$ cat config.mk
export PLATFORM = sky130hd
export DESIGN_NAME = sram_bus_arbiter
export DESIGN_NICKNAME = d
export VERILOG_FILES = /design/src/rtl/sram_arb_pkg.sv /design/src/rtl/sram_arb_rdata_reg.sv /design/src/rtl/sram_bus_arbiter.sv
export SDC_FILE = /design/constraint.sdc
export NUM_CORES = 1
export LEC_CHECK = 0
export ABC_AREA = 1
export CORE_AREA = 5 5 230 232
export DETAILED_ROUTE_END_ITERATION = 16
export DIE_AREA = 0 0 235 237
export PLACE_DENSITY = 0.44
export SLEW_MARGIN = 20
export SYNTH_ARGS = -nofsm -noshare
export SYNTH_HDL_FRONTEND = slang
export SYNTH_SLANG_ARGS = --single-unit
$ cat constraint.sdc
create_clock -name clk -period 1.55 [get_ports clk]
set_clock_uncertainty 0.1 [all_clocks]
set_input_delay 0.155 -clock clk [delete_from_list [all_inputs] [get_ports clk]]
set_output_delay 0.155 -clock clk [all_outputs]
set_load 0.01 [all_outputs]
$ cat src/rtl/sram_arb_pkg.sv
// Shared definitions for the SRAM bus arbiter: FSM encoding, default widths
// and the write-strobe width rule.
package sram_arb_pkg;

    function automatic int strb_width(input int data_wd);
        return data_wd / 8;
    endfunction

    localparam int ARB_ADDR_WD = 64;
    localparam int ARB_DATA_WD = 64;
    localparam int ARB_STRB_WD = strb_width(ARB_DATA_WD);

    localparam logic [2:0] S_IDLE   = 3'd0;
    localparam logic [2:0] S_D_REQ  = 3'd1;
    localparam logic [2:0] S_D_WAIT = 3'd2;
    localparam logic [2:0] S_I_REQ  = 3'd3;
    localparam logic [2:0] S_I_WAIT = 3'd4;
    localparam logic [2:0] S_DONE   = 3'd5;

    // True while an access is in flight; IDLE stall is added separately.
    function automatic logic is_busy(input logic [2:0] st);
        return (st == S_D_REQ) || (st == S_D_WAIT) || (st == S_I_REQ) || (st == S_I_WAIT);
    endfunction

endpackage

$ cat src/rtl/sram_arb_rdata_reg.sv
// Per-port captured read-data register: loads on a response for its own port,
// otherwise holds its last value.
module sram_arb_rdata_reg
    import sram_arb_pkg::*;
#(
    parameter int DATA_WD = ARB_DATA_WD
) (
    input  logic               clk,
    input  logic               rst_n,
    input  logic               load,
    input  logic [DATA_WD-1:0] din,
    output logic [DATA_WD-1:0] dout
);

    logic [DATA_WD-1:0] data_reg;

    always_ff @(posedge clk or negedge rst_n) begin
        if (!rst_n) begin
            data_reg <= '0;
        end else if (load) begin
            data_reg <= din;
        end
    end

    assign dout = data_reg;

endmodule

$ cat src/rtl/sram_bus_arbiter.sv
// Arbitrates the fetch and load/store SRAM ports onto one memory request channel,
// data first. Optional macro SRAM_ARB_WR_NORESP_EN: data writes skip the response wait.
module sram_bus_arbiter
    import sram_arb_pkg::*;
#(
    parameter  int ADDR_WD = ARB_ADDR_WD,
    parameter  int DATA_WD = ARB_DATA_WD,
    localparam int STRB_WD = strb_width(DATA_WD)
) (
    input  logic               clk,
    input  logic               rst_n,
    input  logic               inst_sram_en,
    input  logic [STRB_WD-1:0] inst_sram_we,
    input  logic [ADDR_WD-1:0] inst_sram_addr,
    input  logic [DATA_WD-1:0] inst_sram_wdata,
    output logic [DATA_WD-1:0] inst_sram_rdata,
    input  logic               data_sram_en,
    input  logic [STRB_WD-1:0] data_sram_we,
    input  logic [ADDR_WD-1:0] data_sram_addr,
    input  logic [DATA_WD-1:0] data_sram_wdata,
    output logic [DATA_WD-1:0] data_sram_rdata,
    output logic               stallreq_axi,
    output logic               mem_req_valid,
    output logic [STRB_WD-1:0] mem_req_we,
    output logic [ADDR_WD-1:0] mem_req_addr,
    output logic [DATA_WD-1:0] mem_req_wdata,
    input  logic               mem_req_ready,
    input  logic               mem_resp_valid,
    input  logic [DATA_WD-1:0] mem_resp_rdata
);

    logic [2:0] state_reg, state_next;
    logic       inst_pend_reg, inst_pend_next;
    logic       wr_noresp;
    logic       load_data, load_inst;

`ifdef SRAM_ARB_WR_NORESP_EN
    assign wr_noresp = |data_sram_we;
`else
    assign wr_noresp = 1'b0;
`endif

    always_comb begin
        state_next     = state_reg;
        inst_pend_next = inst_pend_reg;
        case (state_reg)
            S_IDLE: begin
                if (data_sram_en)      state_next = S_D_REQ;
                else if (inst_sram_en) state_next = S_I_REQ;
            end
            S_D_REQ: begin
                if (mem_req_ready) begin
                    if (wr_noresp) state_next = inst_pend_reg ? S_I_REQ : S_DONE;
                    else           state_next = S_D_WAIT;
                end
            end
            S_D_WAIT: begin
                if (mem_resp_valid) state_next = inst_pend_reg ? S_I_REQ : S_DONE;
            end
            S_I_REQ: begin
                if (mem_req_ready) state_next = S_I_WAIT;
            end
            S_I_WAIT: begin
                if (mem_resp_valid) state_next = S_DONE;
            end
            default: state_next = S_IDLE;
        endcase
        // The fetch flag is sampled on every entry into a request state.
        if ((state_next != state_reg) && ((state_next == S_D_REQ) || (state_next == S_I_REQ))) begin
            inst_pend_next = inst_sram_en;
        end
    end

    always_ff @(posedge clk or negedge rst_n) begin
        if (!rst_n) begin
            state_reg     <= S_IDLE;
            inst_pend_reg <= 1'b0;
        end else begin
            state_reg     <= state_next;
            inst_pend_reg <= inst_pend_next;
        end
    end

    // Request fields come straight from the held port inputs, so they stay stable under backpressure.
    always_comb begin
        mem_req_valid = 1'b0;
        mem_req_we    = '0;
        mem_req_addr  = '0;
        mem_req_wdata = '0;
        if (state_reg == S_D_REQ) begin
            mem_req_valid = 1'b1;
            mem_req_we    = data_sram_we;
            mem_req_addr  = data_sram_addr;
            mem_req_wdata = data_sram_wdata;
        end else if (state_reg == S_I_REQ) begin
            mem_req_valid = 1'b1;
            mem_req_we    = inst_sram_we;
            mem_req_addr  = inst_sram_addr;
            mem_req_wdata = inst_sram_wdata;
        end
    end

    assign stallreq_axi = is_busy(state_reg) ||
                          ((state_reg == S_IDLE) && (data_sram_en || inst_sram_en));

    assign load_data = (state_reg == S_D_WAIT) && mem_resp_valid;
    assign load_inst = (state_reg == S_I_WAIT) && mem_resp_valid;

    sram_arb_rdata_reg #(.DATA_WD(DATA_WD)) u_data_rdata (
        .clk   (clk),
        .rst_n (rst_n),
        .load  (load_data),
        .din   (mem_resp_rdata),
        .dout  (data_sram_rdata)
    );

    sram_arb_rdata_reg #(.DATA_WD(DATA_WD)) u_inst_rdata (
        .clk   (clk),
        .rst_n (rst_n),
        .load  (load_inst),
        .din   (mem_resp_rdata),
        .dout  (inst_sram_rdata)
    );

endmodule
After elaboration in Yosys (flattened, before gate mapping)

Index checks and enable logic that the tools add are counted.
W data, S select, Z words.

Register bits after elaboration: 132
Input port bits: 342
Word-level logic and storage cells: 38
Output and inout bits: 266

Mux-type cells: 16
Reductions and logical operators: 11
Equality and inequality tests: 7

Operators with widths:

| operator             | count |
|---|---|
| $mux W64             | 4 |
| $mux W3              | 7 |
| $mux W8              | 2 |
| $pmux W3 S5          | 1 |
| $eq A3 B2 Y1 const B | 3 |
| $eq A3 B1 Y1 const B | 2 |
| $logic_or A1 B1 Y1   | 6 |
| $logic_and A1 B1 Y1  | 4 |
| $eq A3 B3 Y1 const B | 1 |
| $logic_not A3 Y1     | 1 |
| $ne A3 B3 Y1         | 1 |
| $mux W1              | 2 |

Longest topological paths before layout

Depth in word-level cells: 6
Gate-level depth with buffers: 9
Gate-level depth less buffers: 9

Cells and area by module

A second synthesis with hierarchy kept.

Cell total of the unflattened synthesis: 1060
Area total of the unflattened synthesis: 7538.5 µm²

Modules (own cells, without submodules):

| module             | cells an instance | instances | seq. area each (µm²) | area an instance (µm²) |
|---|---|---|---|---|
| sram_arb_rdata_reg | 270               | 2         | 1601.5               | 2446.1 |
| sram_bus_arbiter   | 520               | 1         | 100.1                | 2646.3 |

Worst setup path before layout

OpenSTA, ideal clock, no wires.

Kind: register -> output
Start: register state_reg[1]
End: output mem_req_addr[20]
Data arrival time: 1.218 ns
Buffers on the path: 2
Cell stages (with the launch flop): 6
Data required time: 1.295 ns
Slack: 0.077 ns
Path through: dfrtp_1 inv_1 clkbuf_1 clkbuf_1 nand3_1 nand2_1

Longest elaborated chain between the ends: 3
Elaborated cells on any way between the ends: 4
Classes of those cells: eq/ne (2); mux (2)

RTL lines:

| item                   | RTL line               | source |
|---|---|---|
| start, declared        | sram_bus_arbiter.sv:32 | `logic [2:0] state_reg, state_next;` |
| start signal, assigned | sram_bus_arbiter.sv:79 | `state_reg <= state_next;` |
| $eq A3 B2 Y1           | sram_bus_arbiter.sv:95 | `end else if (state_reg == S_I_REQ) begin` |
| $mux W64               | sram_bus_arbiter.sv:95 |  |
| $mux W64 *             | sram_bus_arbiter.sv:90 | `if (state_reg == S_D_REQ) begin` |
| end, declared          | sram_bus_arbiter.sv:25 | `output logic [ADDR_WD-1:0] mem_req_addr,` |

Mark *: on every way between the ends. The rest lies on a longest branch, timed or not.

Worst setup path in the final report

Start: register state_reg[2]
End: output mem_req_wdata[32]

Longest elaborated chain between the ends: 3
Elaborated cells on any way between the ends: 4
Classes of those cells: eq/ne (2); mux (2)

RTL lines:

| item          | RTL line               | source |
|---|---|---|
| $eq A3 B2 Y1  | sram_bus_arbiter.sv:95 |  |
| $mux W64      | sram_bus_arbiter.sv:95 |  |
| $mux W64 *    | sram_bus_arbiter.sv:90 |  |
| end, declared | sram_bus_arbiter.sv:26 | `output logic [DATA_WD-1:0] mem_req_wdata,` |

Marks and branches as above.

==> metrics.md <==
| Metric | Value |
|---|---|
| I/O Buffers | `607` |
| First-pass GRT wire length | `78.14 mm` |
| Cell Rows | `83` |
| WL/cell | `24.14 um` |
| Initial DRC Count | `485` |
| Result of the run | `finished, violations left` |
| Worst Tran Pin Value | `0.4456 ns` |
| NumNets Final | `2078` |
| GRT Overall Usage | `0.1892` |
| Max-cap violations | `0` |
| Min-Delay Path Class | `in2async` |
| Clock Latency Late Sink | `0.43 ns` |
| Synth Area in Simple Gates | `0.3433` |
| # IOs | `608` |
| Placeable Area | `0.05078 sq mm` |
| CP Capture Type | `output port` |
| RSZ-0062 raised after global routing | `yes` |
| Power, Total | `33.70 mW` |
| Register area share after synthesis | `0.4579` |
| Synth cell types | `19` |
| CP Max Fanout | `8` |
| Synth Register Bits | `132` |
| Most common cell on crit path | `buf_12` |
| CP Cell Sequence | `nor2_4, buf_12, buf_12, buf_16, nand3_2, nand2_1, buf_6` |
| Setup TNS | `-106.53 ns` |
| Vias | `10460` |
| Post-Synthesis Cells | `996` |
| Peak VDD IR | `1005 uV` |
| Worst R2R Path Depth | `12` |
| Synth Area per Inst | `7.242 sq um` |
| Pins Over Slew Limit | `0` |
| Rel. slew slack | `0.7029` |
| Initial Util | `0.1420` |
| TritonCTS clock tree | `done` |
| Maximum clock rate | `483.2 MHz` |
| Die ar. | `0.05570 sq mm` |
| Mux contribution to synthesized area | `0` |
| Final Routed Wirelength | `58.74 mm` |
| Vias in the first global route | `10460` |
| Finish-stage setup viols | `397` |
| Crit-path max cell delay | `0.45 ns` |
| Clk buf depth | `2` |
| Worst setup SP type | `flop` |
| Worst-path clk slew | `0.06 ns` |
| Die height | `237 um` |
| Sink Count | `132` |
| Failing checks | `setup timing` |
| Clk root buf | `clkbuf_16` |
| Final Wtd Congestion | `0.9849` |
| Min Tclk post-route | `2.070 ns` |
| # fillers | `5097` |
| Xor/xnor share of the synthesized area | `0` |
| DRC Markers | `0` |
| Fin. Hold Viols | `0` |
| Worst Path Arrival | `1.81 ns` |
| Final HPWL DP | `40.30 mm` |
| Grt ovf | `0` |
| Mapped cell area | `0.007213 sq mm` |
| PwrDens | `1753 mW/mm^2` |
| Mapped Nets | `1338` |
| Initial antenna violation count | `8` |
| TritonRoute pass-1 iters | `6` |
| Crit path kind | `reg2out` |
| Crit-path slowest cell | `dfrtp_2` |
| Synth Warn # | `0` |
| Area delta synth->final | `166.5%` |
| CTS buffer count | `17` |
| Horiz. Die Dim | `235 um` |
| Fin crit share | `1.335` |
| PnR worst setup slack | `-0.5196 ns` |
| Area share of fa/ha/maj cells after synthesis | `0` |
| Worst path required time | `1.29 ns` |
| Post-synthesis compound-gate area fraction | `0.09436` |
| H-Tree Depth | `4` |
| DRT antenna net count | `0` |
| Share of cells above drive strength 1 | `0.4082` |
| Largest family of logic cells by synthesized area | `simple AND/OR/NAND/NOR gates` |
| Via density | `4.299` |
| Leak pwr | `8.549 nW` |
| Largest net degree at the start of global routing | `36` |
## critical path: cells and delay by family (launching register included)
family / cells / cell delay [ns]
buffers and inverters: 4 / 0.56
and+or+nand+nor: 3 / 0.35
DFF: 1 / 0.45
## cells by family after synthesis
logic type	count (synthesis)
buffers and inverters	164
DFF	132
AOI/OAI and AO/OA	135
and+or+nand+nor	565
## path summary, 6_finish.rpt
check | slack (ns) | startpoint | to
min | 0.09 | rst_n | u_data_rdata.dout[19]
max in group asynchronous | 0.68 | rst_n | u_inst_rdata.dout[52]
min reg2reg | 0.38 | inst_pend_reg | inst_pend_reg
max | -0.52 | state_reg[2] | mem_req_wdata[32]
max reg2reg | -0.40 | state_reg[2] | u_data_rdata.dout[0]
min in group clk | 0.18 | mem_resp_rdata[25] | u_inst_rdata.dout[25]
## cell usage after synthesis, drive strengths merged
cell	number	area share
nor3	1	0.00069
a211oi	1	0.0010
a21boi	1	0.0010
dfrtp	132	0.46
nand3	277	0.19
buf	76	0.059
o21ai	132	0.092
a21oi	1	0.00069
inv	76	0.040
nor2	9	0.0054
nand2	278	0.15
clkbuf	12	0.0062
## area by class of cell
type / count / area (sq um) / share of cell area
clock buffers: 20 / 456.7 / 0.02376
well taps: 680 / 850.8 / 0.04426
inverters: 76 / 336.6 / 0.01751
repair inverters: 3 / 61.31 / 0.003189
multi-input cells: 701 / 4851 / 0.2523
repair buffers: 805 / 9220 / 0.4796
diodes: 4 / 10.01 / 0.0005207
flip-flops and latches: 132 / 3306 / 0.1720
clock inverters: 12 / 131.4 / 0.006834
## layout by cell type, fill, tap and decap left out, types with 4 or more instances in the layout
cell type        instances
buf_12                  46
buf_16                  27
buf_2                   39
buf_4                   50
buf_6                  143
buf_8                   11
clkbuf_16               38
clkdlybuf4s50_1        467
clkinv_4                 4
clkinvlp_4               4
dfrtp_1                130
diode_2                  4
inv_1                   70
nand2_1                130
nand2_2                110
nand2_4                 36
nand3_1                132
nand3_2                118
nand3_4                 27
nor2_1                   4
nor2_4                   4
o21ai_0                  5
o21ai_1                 91
o21ai_2                 35
## metrics by stage
| step | utilization | area, sq um | std cells | hold WS, ns | setup slack, ns |
|---|---|---|---|---|---|
| detailed placement | 0.2876 | 14600 | 2278 | 0.005175 | -0.5081 |
| global placement | 0.2876 | 14600 | 2278 | 0.004737 | -0.5021 |
| finish | 0.3785 | 19220 | 2433 | 0.08987 | -0.5196 |
| global route | 0.3785 | 19220 | 2432 | 0.1157 | -0.5959 |
| CTS | 0.3351 | 17020 | 2382 | 0.08997 | -0.5920 |
| floorplan | - | 7213 | 996 | -0.2406 | 0.07685 |
## report_power, final
part           total, mW  leakage [nW]  internal [mW]  switching (mW)
registers           6.14          1.66           5.01            1.13
clock network       4.04         0.278           2.45            1.59
logic               23.5          6.61           12.4            11.2
total               33.7          8.55           19.8            13.9
## timing repair
action                                  CTS  global route
hold endpoints to repair                132             0
cloned                                   31            28
hold buffers                              1             0
pin swaps                                46            66
gates resized for setup                 808           389
buffers inserted                         41            31
endpoints found under the setup margin  397           397
## metal layers
layer,part of all wire,track usage
met2,0.49,0.3201
met1,0.39,0.2232
met3,0.079,0.06534
met5,0.00054,0
met4,0.042,0.06795
(Power assumes the default switching activity.)
